$ cat config.mk
export PLATFORM = sky130hd
export DESIGN_NAME = display_spi_scheduler
export DESIGN_NICKNAME = d
export VERILOG_FILES = /design/src/rtl/display_spi_scheduler_pkg.sv /design/src/rtl/display_spi_scheduler_spi_frame_tx.sv /design/src/rtl/display_spi_scheduler.sv
export SDC_FILE = /design/constraint.sdc
export NUM_CORES = 1
export LEC_CHECK = 0
export BUFFER_PORTS_ARGS = -buffer_cell sky130_fd_sc_hd__buf_2
export CAP_MARGIN = 20
export CORE_MARGIN = 5
export CORE_UTILIZATION = 50
export DETAILED_ROUTE_END_ITERATION = 10
export PLACE_DENSITY_LB_ADDON = 0.12
export SLEW_MARGIN = 20
export SYNTH_ARGS = -nofsm -noshare
export SYNTH_HDL_FRONTEND = slang
export SYNTH_HIERARCHICAL = 1
export SYNTH_SLANG_ARGS = --single-unit
export TNS_END_PERCENT = 50
$ cat constraint.sdc
create_clock -name block_clk_i -period 2.4 [get_ports block_clk_i]
set_input_delay 0.48 -clock block_clk_i [delete_from_list [all_inputs] [get_ports block_clk_i]]
set_output_delay 0.48 -clock block_clk_i [all_outputs]
set_load 0.01 [all_outputs]
$ cat src/rtl/display_spi_scheduler_pkg.sv
// Shared display SPI definitions: frame layout, display register map and FSM state codes.
package display_spi_scheduler_pkg;

  localparam logic [3:0] CMD_WRITE    = 4'b0001;
  localparam int         FRAME_BITS   = 16;
  localparam int         DEF_NUM_REGS = 10;
  localparam logic [3:0] ENABLE_REG   = 4'd0;
  localparam logic [3:0] RADIX_REG    = 4'd9;

  localparam logic [2:0] ST_IDLE = 3'd0;
  localparam logic [2:0] ST_LOAD = 3'd1;
  localparam logic [2:0] ST_LOW0 = 3'd2;
  localparam logic [2:0] ST_HIGH = 3'd3;
  localparam logic [2:0] ST_LOW  = 3'd4;
  localparam logic [2:0] ST_GAP  = 3'd5;

  function automatic logic [FRAME_BITS-1:0] make_frame(input logic [3:0] addr,
                                                       input logic [7:0] data);
    return {CMD_WRITE, addr, data};
  endfunction

endpackage

$ cat src/rtl/display_spi_scheduler_spi_frame_tx.sv
// spi_frame_tx: 16-bit MSB-first SPI serializer with SCLK divider and trailing SS-high gap.
module spi_frame_tx
  import display_spi_scheduler_pkg::*;
#(
  parameter int HALF_PERIOD = 2,
  parameter int GAP_CYCLES  = 4
) (
  input  logic                  clk,
  input  logic                  srst,
  input  logic                  start,
  input  logic [FRAME_BITS-1:0] frame,
  output logic                  idle,
  output logic                  done,
  output logic                  sclk,
  output logic                  ss,
  output logic                  mosi
);

  localparam int HW = $clog2(HALF_PERIOD + 1);
  localparam int GW = $clog2(GAP_CYCLES + 1);
  localparam logic [HW-1:0] HP_LAST   = HW'(HALF_PERIOD - 1);
  localparam logic [HW-1:0] LOW0_LAST = HW'((HALF_PERIOD > 1) ? HALF_PERIOD - 2 : 0);
  localparam logic [GW-1:0] GAP_LAST  = GW'(GAP_CYCLES - 2);

  logic [2:0]            state_reg;
  logic [HW-1:0]         hcnt_reg;
  logic [GW-1:0]         gcnt_reg;
  logic [4:0]            bcnt_reg;
  logic [FRAME_BITS-1:0] shift_reg;
  logic                  sclk_reg, ss_reg, mosi_reg, done_reg;

  always_ff @(posedge clk) begin
    if (srst) begin
      state_reg <= ST_IDLE;
      hcnt_reg  <= '0;
      gcnt_reg  <= '0;
      bcnt_reg  <= '0;
      shift_reg <= '0;
      sclk_reg  <= 1'b0;
      ss_reg    <= 1'b1;
      mosi_reg  <= 1'b1;
      done_reg  <= 1'b0;
    end else begin
      done_reg <= 1'b0;
      case (state_reg)
        ST_IDLE: if (start) begin
          state_reg <= ST_LOAD;
          shift_reg <= frame;
          bcnt_reg  <= '0;
          ss_reg    <= 1'b0;
          mosi_reg  <= frame[FRAME_BITS-1];
        end
        ST_LOAD: begin
          if (HALF_PERIOD > 1) begin
            state_reg <= ST_LOW0;
            hcnt_reg  <= LOW0_LAST;
          end else begin
            state_reg <= ST_HIGH;
            sclk_reg  <= 1'b1;
            hcnt_reg  <= HP_LAST;
          end
        end
        ST_LOW0: begin
          if (hcnt_reg != '0) hcnt_reg <= hcnt_reg - 1'b1;
          else begin
            state_reg <= ST_HIGH;
            sclk_reg  <= 1'b1;
            hcnt_reg  <= HP_LAST;
          end
        end
        ST_HIGH: begin
          if (hcnt_reg != '0) hcnt_reg <= hcnt_reg - 1'b1;
          else begin
            // Ones are shifted in behind the data, so after bit 0 mosi settles high for the last LOW.
            state_reg <= ST_LOW;
            sclk_reg  <= 1'b0;
            hcnt_reg  <= HP_LAST;
            bcnt_reg  <= bcnt_reg + 1'b1;
            shift_reg <= {shift_reg[FRAME_BITS-2:0], 1'b1};
            mosi_reg  <= shift_reg[FRAME_BITS-2];
          end
        end
        ST_LOW: begin
          if (hcnt_reg != '0) hcnt_reg <= hcnt_reg - 1'b1;
          else if (bcnt_reg == 5'(FRAME_BITS)) begin
            state_reg <= ST_GAP;
            ss_reg    <= 1'b1;
            done_reg  <= 1'b1;
            gcnt_reg  <= GAP_LAST;
          end else begin
            state_reg <= ST_HIGH;
            sclk_reg  <= 1'b1;
            hcnt_reg  <= HP_LAST;
          end
        end
        ST_GAP: begin
          if (gcnt_reg != '0) gcnt_reg <= gcnt_reg - 1'b1;
          else state_reg <= ST_IDLE;
        end
        default: state_reg <= ST_IDLE;
      endcase
    end
  end

  assign idle = (state_reg == ST_IDLE);
  assign done = done_reg;
  assign sclk = sclk_reg;
  assign ss   = ss_reg;
  assign mosi = mosi_reg;

endmodule

$ cat src/rtl/display_spi_scheduler.sv
// Two-port round-robin write scheduler for the display SPI slave.
// Optional shadow register file (skips redundant writes) enabled by DISP_SCHED_SHADOW_EN.
module display_spi_scheduler
  import display_spi_scheduler_pkg::*;
#(
  parameter int HALF_PERIOD = 2,
  parameter int GAP_CYCLES  = 4,
  parameter int NUM_REGS    = DEF_NUM_REGS
) (
  input  logic       block_clk_i,
  input  logic       rst_i,
  input  logic       req0_valid_i,
  input  logic [3:0] req0_addr_i,
  input  logic [7:0] req0_data_i,
  output logic       req0_ready_o,
  input  logic       req1_valid_i,
  input  logic [3:0] req1_addr_i,
  input  logic [7:0] req1_data_i,
  output logic       req1_ready_o,
  output logic       spi_sclk_o,
  output logic       spi_ss_o,
  output logic       spi_mosi_o,
  output logic       busy_o,
  output logic       done_o,
  output logic       err_o,
  output logic       grant_o
);

  logic       grant_reg, drop_reg, err_reg;
  logic       tx_idle, tx_done;
  logic       sel, accept, addr_ok, hit, send;
  logic [3:0] addr;
  logic [7:0] data;

  // With both ports valid the port that did not win last time is served.
  always_comb begin
    sel    = (req0_valid_i && req1_valid_i) ? ~grant_reg : req1_valid_i;
    addr   = sel ? req1_addr_i : req0_addr_i;
    data   = sel ? req1_data_i : req0_data_i;
    accept = tx_idle && (sel ? req1_valid_i : req0_valid_i);
  end

  assign req0_ready_o = tx_idle && !sel;
  assign req1_ready_o = tx_idle && sel;
  assign addr_ok      = int'(addr) < NUM_REGS;
  assign send         = accept && addr_ok && !hit;

`ifdef DISP_SCHED_SHADOW_EN
  logic [7:0]          shadow_mem [NUM_REGS];
  logic [NUM_REGS-1:0] shadow_valid_reg;

  assign hit = addr_ok && shadow_valid_reg[addr] && (shadow_mem[addr] == data);

  always_ff @(posedge block_clk_i) begin
    if (rst_i) shadow_valid_reg <= '0;
    else if (send) shadow_valid_reg[addr] <= 1'b1;
  end

  always_ff @(posedge block_clk_i) begin
    if (send) shadow_mem[addr] <= data;
  end
`else
  assign hit = 1'b0;
`endif

  always_ff @(posedge block_clk_i) begin
    if (rst_i) begin
      grant_reg <= 1'b1;
      drop_reg  <= 1'b0;
      err_reg   <= 1'b0;
    end else begin
      drop_reg <= accept && !send;
      err_reg  <= accept && !addr_ok;
      if (accept) grant_reg <= sel;
    end
  end

  spi_frame_tx #(
    .HALF_PERIOD(HALF_PERIOD),
    .GAP_CYCLES (GAP_CYCLES)
  ) u_tx (
    .clk  (block_clk_i),
    .srst (rst_i),
    .start(send),
    .frame(make_frame(addr, data)),
    .idle (tx_idle),
    .done (tx_done),
    .sclk (spi_sclk_o),
    .ss   (spi_ss_o),
    .mosi (spi_mosi_o)
  );

  assign busy_o  = !tx_idle;
  assign done_o  = tx_done | drop_reg;
  assign err_o   = err_reg;
  assign grant_o = grant_reg;

endmodule

==> impl_metrics.toml, run 1 <==
[critical_path]
r2r_cells = 8
critPathMaxFanout = 13
worstSetupPathType = "reg -> reg"
endpoint_kind = "register"
crit_slowest_cell = "or3b_4"
critical_path.cell_chain = "nor3_1 > o21ai_0 > nor2_1 > or3b_4 > a21oi_4 > buf_4 > a21o_1 > nor2_1"
rr_startpoint = "u_tx/state_reg[2]$_SDFFE_PP0P_"
crit_path_start_kind = "register"
crit_arrival_ns = 2.31
r2r-end = "u_tx/bcnt_reg[4]$_SDFFE_PP0P_"
cp.required_ns = 2.58
slowest_delay_ns = 0.43
reg2reg_slack_ns = 0.26
crit_top_cell = "nor2_1"

[synth]
synthAdderAreaFrac_pct = 2.44
synth_top_area_cell = "dfxtp_1"
yosysWarnings = 6
ys_seq_area_share_pct = 33.3
yosys.area.top_type_share_pct = 33.3
async_flop_share_pct = 0
synth-simple-area-share_pct = 15.1
yosysUniqueCellTypes = 49
ys_ff_latch = 34
synthTopCellsByArea = "dfxtp_1, mux2i_1, a211oi_2"
synth-xor-area-share_pct = 1.28
netlist_area_um2 = 2050
synth-compound-area-share_pct = 22.6
ys.flop_type = "dfxtp_1"
synth_edf_count = 0
synthCells = 214
synth_top_family_by_area = "compound AO/OA/AOI/OAI gates"
synth.area.mux_share_pct = 16.4
synth_area_per_cell_um2 = 9.57

[cells_and_area]
final_common_cell = "buf_2"
nets = 284
largest_reg_flops = 15
final_cell_mix = "buf_2, dfxtp_1, nor2_1"
drive_gt1_share_pct = 34.1
n_antenna_cell = 0
final_core_util_pct = 58.3
area_growth_syn_to_layout_pct = 13.1
fillers = 369

[floorplanning]
initial_utilization_pct = 51.5
die_h_um = 74.0
ios = 37
core.rowCount = 23
die_w_um = 74.0
die_area_um2 = 5470
core_um2 = 3970

[sta]
whs_ns = 0.457
fin_ws_ns = 0.263
setup_viol = 0
min_period_ns = 2.14
slew-limit-headroom_pct = 64.0
setup-tns-final_ns = 0
finalMaxSlewViolations = 0
final_hold_viol_count = 0
post-route-period-util_pct = 89.1
rsz0062_at_grt = "no"
max_freq_mhz = 468
skew_ns = 0.00413
worst_slew_pin_slew_ns = 0.540

[clock_network]
htree_levels = 2
cts.sinks = 34
insertion_delay_ns = 0.28
cts_setup_buffers = 0
cts_tree = "done"
cts_resized = 0
ctsLongestPathBuffers = 2
cts_buffers = 5
hold_buffers = 0
ctsRootBufferMaster = "clkbuf_8"
cts.clk_slew.worst_paths_ns = 0.06

[placement]
hpwl_mm = 2.92
place_congestion = 0.771
port_buffers = 36
post-place-ws_ns = 0.0446

[route]
postRouteAntennaNets = 0
firstDrtPassIters = 4
wire_per_inst_um = 13.5
num_vias = 1614
first_iter_violations = 127
routed_wl_mm = 4.09
drc = 0
viasPerCell = 5.34

[min_path]
hold_path.class = "reg -> reg"
min_delay_path_depth = 1
holdPathEnd = "u_tx/ss$_SDFFE_PP1P_"
hp-start = "u_tx/ss$_SDFFE_PP1P_"

[global_route]
grt_pass1_vias = 1517
grt_max_degree = 27
track_usage_pct = 16.1
grt_pass1_wl_mm = 6.89
antenna_found_initial = 0
grt_overflow = 0

[power]
power_density_nw_per_um2 = 1050
power_uw = 2420
ir_worst_vdd_v = 0.000520
power_leakage_uw = 0.00101

[run]
cap_violations = 0

[status]
status = "complete, no violations"
metrics by stage:
| step | area (um2) | cells |
|---|---|---|
| 6_report | 2310 | 302 |
| 5_1_grt | 2310 | 302 |
| 4_1_cts | 2310 | 302 |
| 3_5_place_dp | 2240 | 295 |
| 3_3_place_gp | 2240 | 295 |
| 2_1_floorplan | 2050 | 216 |
kinds of logic (layout without fill, tap and decap cells):
group                      count (synthesis)  count (layout)
buffers and inverters                     26              62
adders and majority gates                  4               4
xor gates and xnor gates                   3               3
AOI/OAI and AO/OA                         57              57
and+or+nand+nor                           59              59
muxes                                     29              29
other                                      2               4
DFF                                       34              34
critical path, delay by kind of cell, from the launching register on:
| kind | cells | cell delay [ns] |
|---|---|---|
| compound gates | 3 | 0.60 |
| buf+inv | 1 | 0.24 |
| flops | 1 | 0.31 |
| simple gates | 4 | 0.89 |
Yosys cell counts (all sizes together) (4+ instances only):
cell / count
nor3: 5
nand2b: 4
a21oi: 13
dfxtp: 34
ha: 4
clkbuf: 8
mux2i: 16
nor2: 28
nand2: 7
a211oi: 19
buf: 9
inv: 9
o21ai: 7
mux2: 13
per-layer routing:
| layer | routed length, um | share of wire, % | track usage [%] |
|---|---|---|---|
| met2 | 2010 | 49 | 26.7 |
| met5 | 0 | 0 | 0 |
| met1 | 1890 | 46 | 20.4 |
| met4 | 42 | 1.0 | 5.43 |
| met3 | 146 | 3.6 | 4.05 |
worst max-delay path by stage:
stage	start	endpoint	slack (ns)	cells after the start
after global routing	u_tx/state_reg[2]$_SDFFE_PP0P_	u_tx/shift_reg[12]$_SDFFE_PP0P_	0.05	8
after CTS	u_tx/state_reg[2]$_SDFFE_PP0P_	u_tx/bcnt_reg[4]$_SDFFE_PP0P_	0.25	8
after floorplan	u_tx/state_reg[0]$_SDFFE_PP0P_	u_tx/ss$_SDFFE_PP1P_	0.04	10
after detailed placement	req0_valid_i	u_tx/bcnt_reg[3]$_SDFFE_PP0P_	0.04	9
final	u_tx/state_reg[2]$_SDFFE_PP0P_	u_tx/bcnt_reg[4]$_SDFFE_PP0P_	0.26	8
after global placement	req0_valid_i	u_tx/bcnt_reg[1]$_SDFFE_PP0P_	0.13	9
area by class of cell:
type                       instances  area [um2]  share of cell area [%]
clock buffer                       7        76.3                    3.30
inverter                           9        33.8                    1.46
multi-input combinational        156        1210                    52.1
sequential                        34         681                    29.4
tap                               50        62.6                    2.70
timing repair buffer              46         255                    11.0
where the power goes:
part,switching (uW),internal [uW]
Combinational,653,537
Sequential,103,735
Clock,194,200
Total,950,1470
No activity file was read; power rests on OpenSTA's default activity.
==> inputs of run 2 (changes only) <==
CORE_MARGIN = 8   (was 5)
==> run 2 against run 1 <==
Sequential share of layout area fell by 0.52 points. Sequential cell count unchanged. Wire length fell by 0.95%. Critical path depth shrank 1. Non-clock buffer count grew 1. Global-route usage shrank 2.6 points. Fmax up 0.12%. Utilization rose by 1.0 points. Final cell count is 0.66% higher. Clock power increased by 26%. Sequential power about the same. Largest cell class unchanged.
==> impl_metrics.toml, run 2 (same netlist as run 1, synthesis figures left out) <==
[sta]
setup_viol = 0
slew-limit-headroom_pct = 64.1
setup-tns-final_ns = 0
max_freq_mhz = 468
post-route-period-util_pct = 88.9
min_period_ns = 2.13
skew_ns = 0.00634
worst_slew_pin_slew_ns = 0.539
whs_ns = 0.465
final_hold_viol_count = 0
finalMaxSlewViolations = 0
rsz0062_at_grt = "no"

[cells_and_area]
n_antenna_cell = 0
nets = 285
final_cell_mix = "buf_2, dfxtp_1, nor2_1"
area_growth_syn_to_layout_pct = 15.1
drive_gt1_share_pct = 35.4
final_common_cell = "buf_2"
largest_reg_flops = 15
final_core_util_pct = 59.3

[floorplanning]
die_h_um = 80.0
die_w_um = 80.0
die_area_um2 = 6400
initial_utilization_pct = 51.5
ios = 37
core_um2 = 3970
core.rowCount = 23

[global_route]
antenna_found_initial = 0
grt_max_degree = 26
grt_overflow = 0
grtUsageMet3_pct = 4.05
track_usage_pct = 13.5
met1_usage_pct = 15.5
grt_pass1_vias = 1565
grt_pass1_wl_mm = 6.90
top_usage_layer = "met2"
use_met2_pct = 22.0

[clock_network]
cts_resized = 0
cts.clk_slew.worst_paths_ns = 0.07
cts_tree = "done"
cts.sinks = 34
insertion_delay_ns = 0.29
ctsLongestPathBuffers = 2
hold_buffers = 0
cts_setup_buffers = 0
cts_buffers = 5
htree_levels = 2
ctsRootBufferMaster = "clkbuf_8"

[route]
routed_wl_mm = 4.05
first_iter_violations = 75
viasPerCell = 5.30
wire_per_inst_um = 13.3
drc = 0
num_vias = 1611
firstDrtPassIters = 4
postRouteAntennaNets = 0

[min_path]
min_delay_path_depth = 1
hold_path.class = "reg -> reg"
hp-start = "u_tx/gcnt_reg[0]$_SDFFE_PP0P_"

[critical_path]
crit_path_start_kind = "register"
crit_arrival_ns = 2.31
crit_slowest_cell = "or3b_4"
critical_path.cell_chain = "nor3_1 > o21ai_0 > nor2_1 > or3b_4 > a21oi_4 > and2b_1 > a211o_1"
cp.required_ns = 2.58
critPathMaxFanout = 7
worstSetupPathType = "reg -> reg"
slowest_delay_ns = 0.43
startpoint = "u_tx/state_reg[2]$_SDFFE_PP0P_"
rr_startpoint = "u_tx/state_reg[2]$_SDFFE_PP0P_"
r2r_cells = 7
endpoint_kind = "register"

[placement]
place_congestion = 0.723
hpwl_mm = 2.98
port_buffers = 36

[power]
power_density_nw_per_um2 = 1070
ir_worst_vdd_v = 0.000447
power_leakage_uw = 0.00103

[run]
cap_violations = 0

[status]
status = "complete, no violations"
[run 2: cell types whose count changed in the layout (fill, tap and decap cells not counted), sizes merged]
cell / previous run / this run
clkbuf: 7 / 8
buf: 46 / 47
[run 2: metrics by stage]
step | cell area (um2) | instances | setup slack (ns) | total power [uW]
floorplan | 2050 | 216 | 0.0367 | 1840
global placement | 2250 | 296 | 0.131 | 2040
detailed placement | 2250 | 296 | 0.0749 | 2050
CTS | 2360 | 304 | 0.236 | 2550
global route | 2360 | 304 | 0.0541 | 2720
finish | 2360 | 304 | 0.265 | 2530
[run 2: final cells by class]
class                           count  area [um2]
Fill cell                         351        1620
Inverter                            9        33.8
Multi-Input combinational cell    156        1210
Timing Repair Buffer               47         263
Clock buffer                        8         110
Tap cell                           50        62.6
Sequential cell                    34         681
[run 2: worst max-delay path: cells and delay by family, from the launching register on]
family,cells,cell delay (ns)
AO/OA/AOI/OAI,3,0.68
AND/OR/NAND/NOR,4,1.04
flip-flops,1,0.32
[run 2: per-layer routing]
metal  vias up  wire (um)
met5         -          0
met4         0         73
met3         6        164
met2        31       1910
met1       733       1900
li1        841          -
[run 2: final timing paths]
path,to,slack [ns]
min,u_tx/gcnt_reg[0]$_SDFFE_PP0P_,0.46
max,u_tx/mosi$_SDFFE_PP1P_,0.27
min reg2reg,u_tx/gcnt_reg[0]$_SDFFE_PP0P_,0.46
max reg2reg,u_tx/mosi$_SDFFE_PP1P_,0.27
[run 2: power breakdown]
group / switching, uW / internal, uW / leakage [uW] / total [uW]
Sequential: 103 / 734 / 0.000278 / 837
Clock: 207 / 290 / 0.0000575 / 497
Combinational: 647 / 549 / 0.000698 / 1200
==> inputs of run 3 (changes only) <==
ABC_AREA = 1   (was unset)
==> run 3 against run 2 <==
Hold slack worse by 0.018 ns. Final area is 0.58% lower. Sequential power is 8.0% higher. Sequential cell count stayed put. Wire length is 15% higher. Clock-buffer cell count is 1 lower. Synthesized cell count is 56% higher. Sequential share of layout area is 0.17 points higher. Via count is 30% higher. Die area is 0.69% lower. Clock power is 13% lower. Largest cell class unchanged. Largest power group unchanged. Highest routed layer unchanged.
==> impl_metrics.toml, run 3 <==
[sta]
max_freq_mhz = 497
final_hold_viol_count = 0
finalMaxSlewViolations = 0
whs_ns = 0.446
fin_ws_ns = 0.389
setup_viol = 0
post-route-period-util_pct = 83.8
setup-tns-final_ns = 0
skew_ns = 0.00489
rsz0062_at_grt = "no"
min_period_ns = 2.01

[critical_path]
crit_path_start_kind = "register"
endpoint_kind = "register"
crit_arrival_ns = 2.18
critPathMaxFanout = 20
cp.required_ns = 2.57
worstSetupPathType = "reg -> reg"

[synth]
netlist_area_um2 = 2030
yosysUniqueCellTypes = 31
synth_area_per_cell_um2 = 6.09
synth_top_area_cell = "dfxtp_1"
async_flop_share_pct = 0
ys.flop_type = "dfxtp_1"
synthTopCellsByArea = "dfxtp_1, nand2_1, nor2_1"
synth_edf_count = 0
yosys.area.top_type_share_pct = 33.5
synthCells = 333
yosys-top-cells-count = "nand2_1, nor2_1, dfxtp_1, nand3_1, inv_1"
yosysWarnings = 6
synth_most_common_cell = "nand2_1"
ys_ff_latch = 34
ys_seq_area_share_pct = 33.5

[global_route]
grt_pass1_wl_mm = 8.31
track_usage_pct = 16.0
grt_max_degree = 25
grt_pass1_vias = 2057
antenna_found_initial = 0
grt_overflow = 0

[cells_and_area]
n_antenna_cell = 0
fin_cells = 422
multi_input_area_um2 = 1180
drive_gt1_share_pct = 17.5
nets = 403
area_growth_syn_to_layout_pct = 15.4
final_cell_mix = "nand2_1, nor2_1, buf_2"
fillers = 399
seqCellArea_um2 = 681
final_cell_area_um2 = 2340
largest_reg_flops = 15
final_common_cell = "nand2_1"

[placement]
place_congestion = 0.865
dp_cells = 414
port_buffers = 36
post-place-ws_ns = 0.195
hpwl_mm = 3.36
post_dp_cell_area_um2 = 2250

[route]
firstDrtPassIters = 4
postRouteAntennaNets = 0
wire_per_inst_um = 11.1
first_iter_violations = 77
viasPerCell = 4.96
routed_wl_mm = 4.68
drc = 0
num_vias = 2093

[min_path]
hold_path.class = "reg -> reg"

[power]
ir_worst_vdd_v = 0.000468
power_leakage_uw = 0.00125
power_density_nw_per_um2 = 1210

[floorplanning]
core.rowCount = 23
die_h_um = 79.7
ios = 37
die_w_um = 79.7
die_area_um2 = 6350
initial_utilization_pct = 51.5
core_um2 = 3940

[run]
cap_violations = 0

[clock_network]
cts_tree = "done"
htree_levels = 2
insertion_delay_ns = 0.28
cts.sinks = 34
cts_buffers = 5
cts.clk_slew.worst_paths_ns = 0.07
hold_buffers = 0
ctsRootBufferMaster = "clkbuf_8"
ctsLongestPathBuffers = 2
cts_setup_buffers = 0
cts_resized = 0

[status]
status = "complete, no violations"
[run 3: cell types whose count changed after synthesis, sizes merged, moves of 5 or more]
cell	change
nand2	+103
inv	+21
clkbuf	-5
o21ai	+14
mux2i	-16
mux2	-13
nor2	+39
nand3	+32
a211oi	-19
[run 3: critical path, cell delays in order (launching register included)]
cell	delay, ns
dfxtp_1	0.36
inv_2	0.14
nand2_1	0.08
nor2_1	0.20
o21ai_1	0.18
a21oi_2	0.18
nand3b_2	0.23
nand2_1	0.08
buf_4	0.19
o21ai_0	0.19
nor2_1	0.06
[run 3: power by group]
group | switching [uW] | total [uW] | internal [uW]
combinational | 995 | 1500 | 507
clock | 202 | 433 | 231
sequential | 125 | 904 | 779
[run 3: cells by family (layout without fill, tap and decap cells)]
| family | count (synthesis) | count (layout) | synth area share, % |
|---|---|---|---|
| AND/OR/NAND/NOR | 220 | 220 | 46.2 |
| buffers and inverters | 42 | 79 | 8.82 |
| flip-flops | 34 | 34 | 33.5 |
| AO/OA/AOI/OAI | 30 | 30 | 8.14 |
| adder cells (fa/ha/maj) | 4 | 4 | 2.47 |
| other | 2 | 4 | 0.370 |
| XOR/XNOR | 1 | 1 | 0.432 |
[run 3: through the flow]
step           total power (uW)  utilization, %
2_1_floorplan              2090               -
3_3_place_gp               2400            57.1
3_5_place_dp               2420            57.1
4_1_cts                    2870            59.4
5_1_grt                    3140            59.4
6_report                   2840            59.4
[run 3: metal layers]
layer / GRT usage [%] / routed length, um
met1: 16.4 / 1950
met2: 28.9 / 2360
met3: 3.83 / 254
met4: 9.44 / 110
met5: 0 / 0
[run 3: worst paths after layout]
kind | from | end | slack, ns | cells after the start
worst max-delay path | u_tx/state_reg[1]$_SDFFE_PP0P_ | u_tx/shift_reg[7]$_SDFFE_PP0P_ | 0.39 | 10
worst min register to register | u_tx/sclk$_SDFFE_PP0P_ | u_tx/sclk$_SDFFE_PP0P_ | 0.45 | 2
worst max register to register | u_tx/state_reg[1]$_SDFFE_PP0P_ | u_tx/shift_reg[7]$_SDFFE_PP0P_ | 0.39 | 10
worst min-delay path | u_tx/sclk$_SDFFE_PP0P_ | u_tx/sclk$_SDFFE_PP0P_ | 0.45 | 2
[run 3: cell type report]
cell class | instances | area share, %
multi-input combinational | 259 | 50.3
sequential | 34 | 29.1
timing repair buffer | 41 | 9.29
inverter | 30 | 4.81
clock buffer | 7 | 3.69
tap | 50 | 2.67
clock inverter | 1 | 0.214
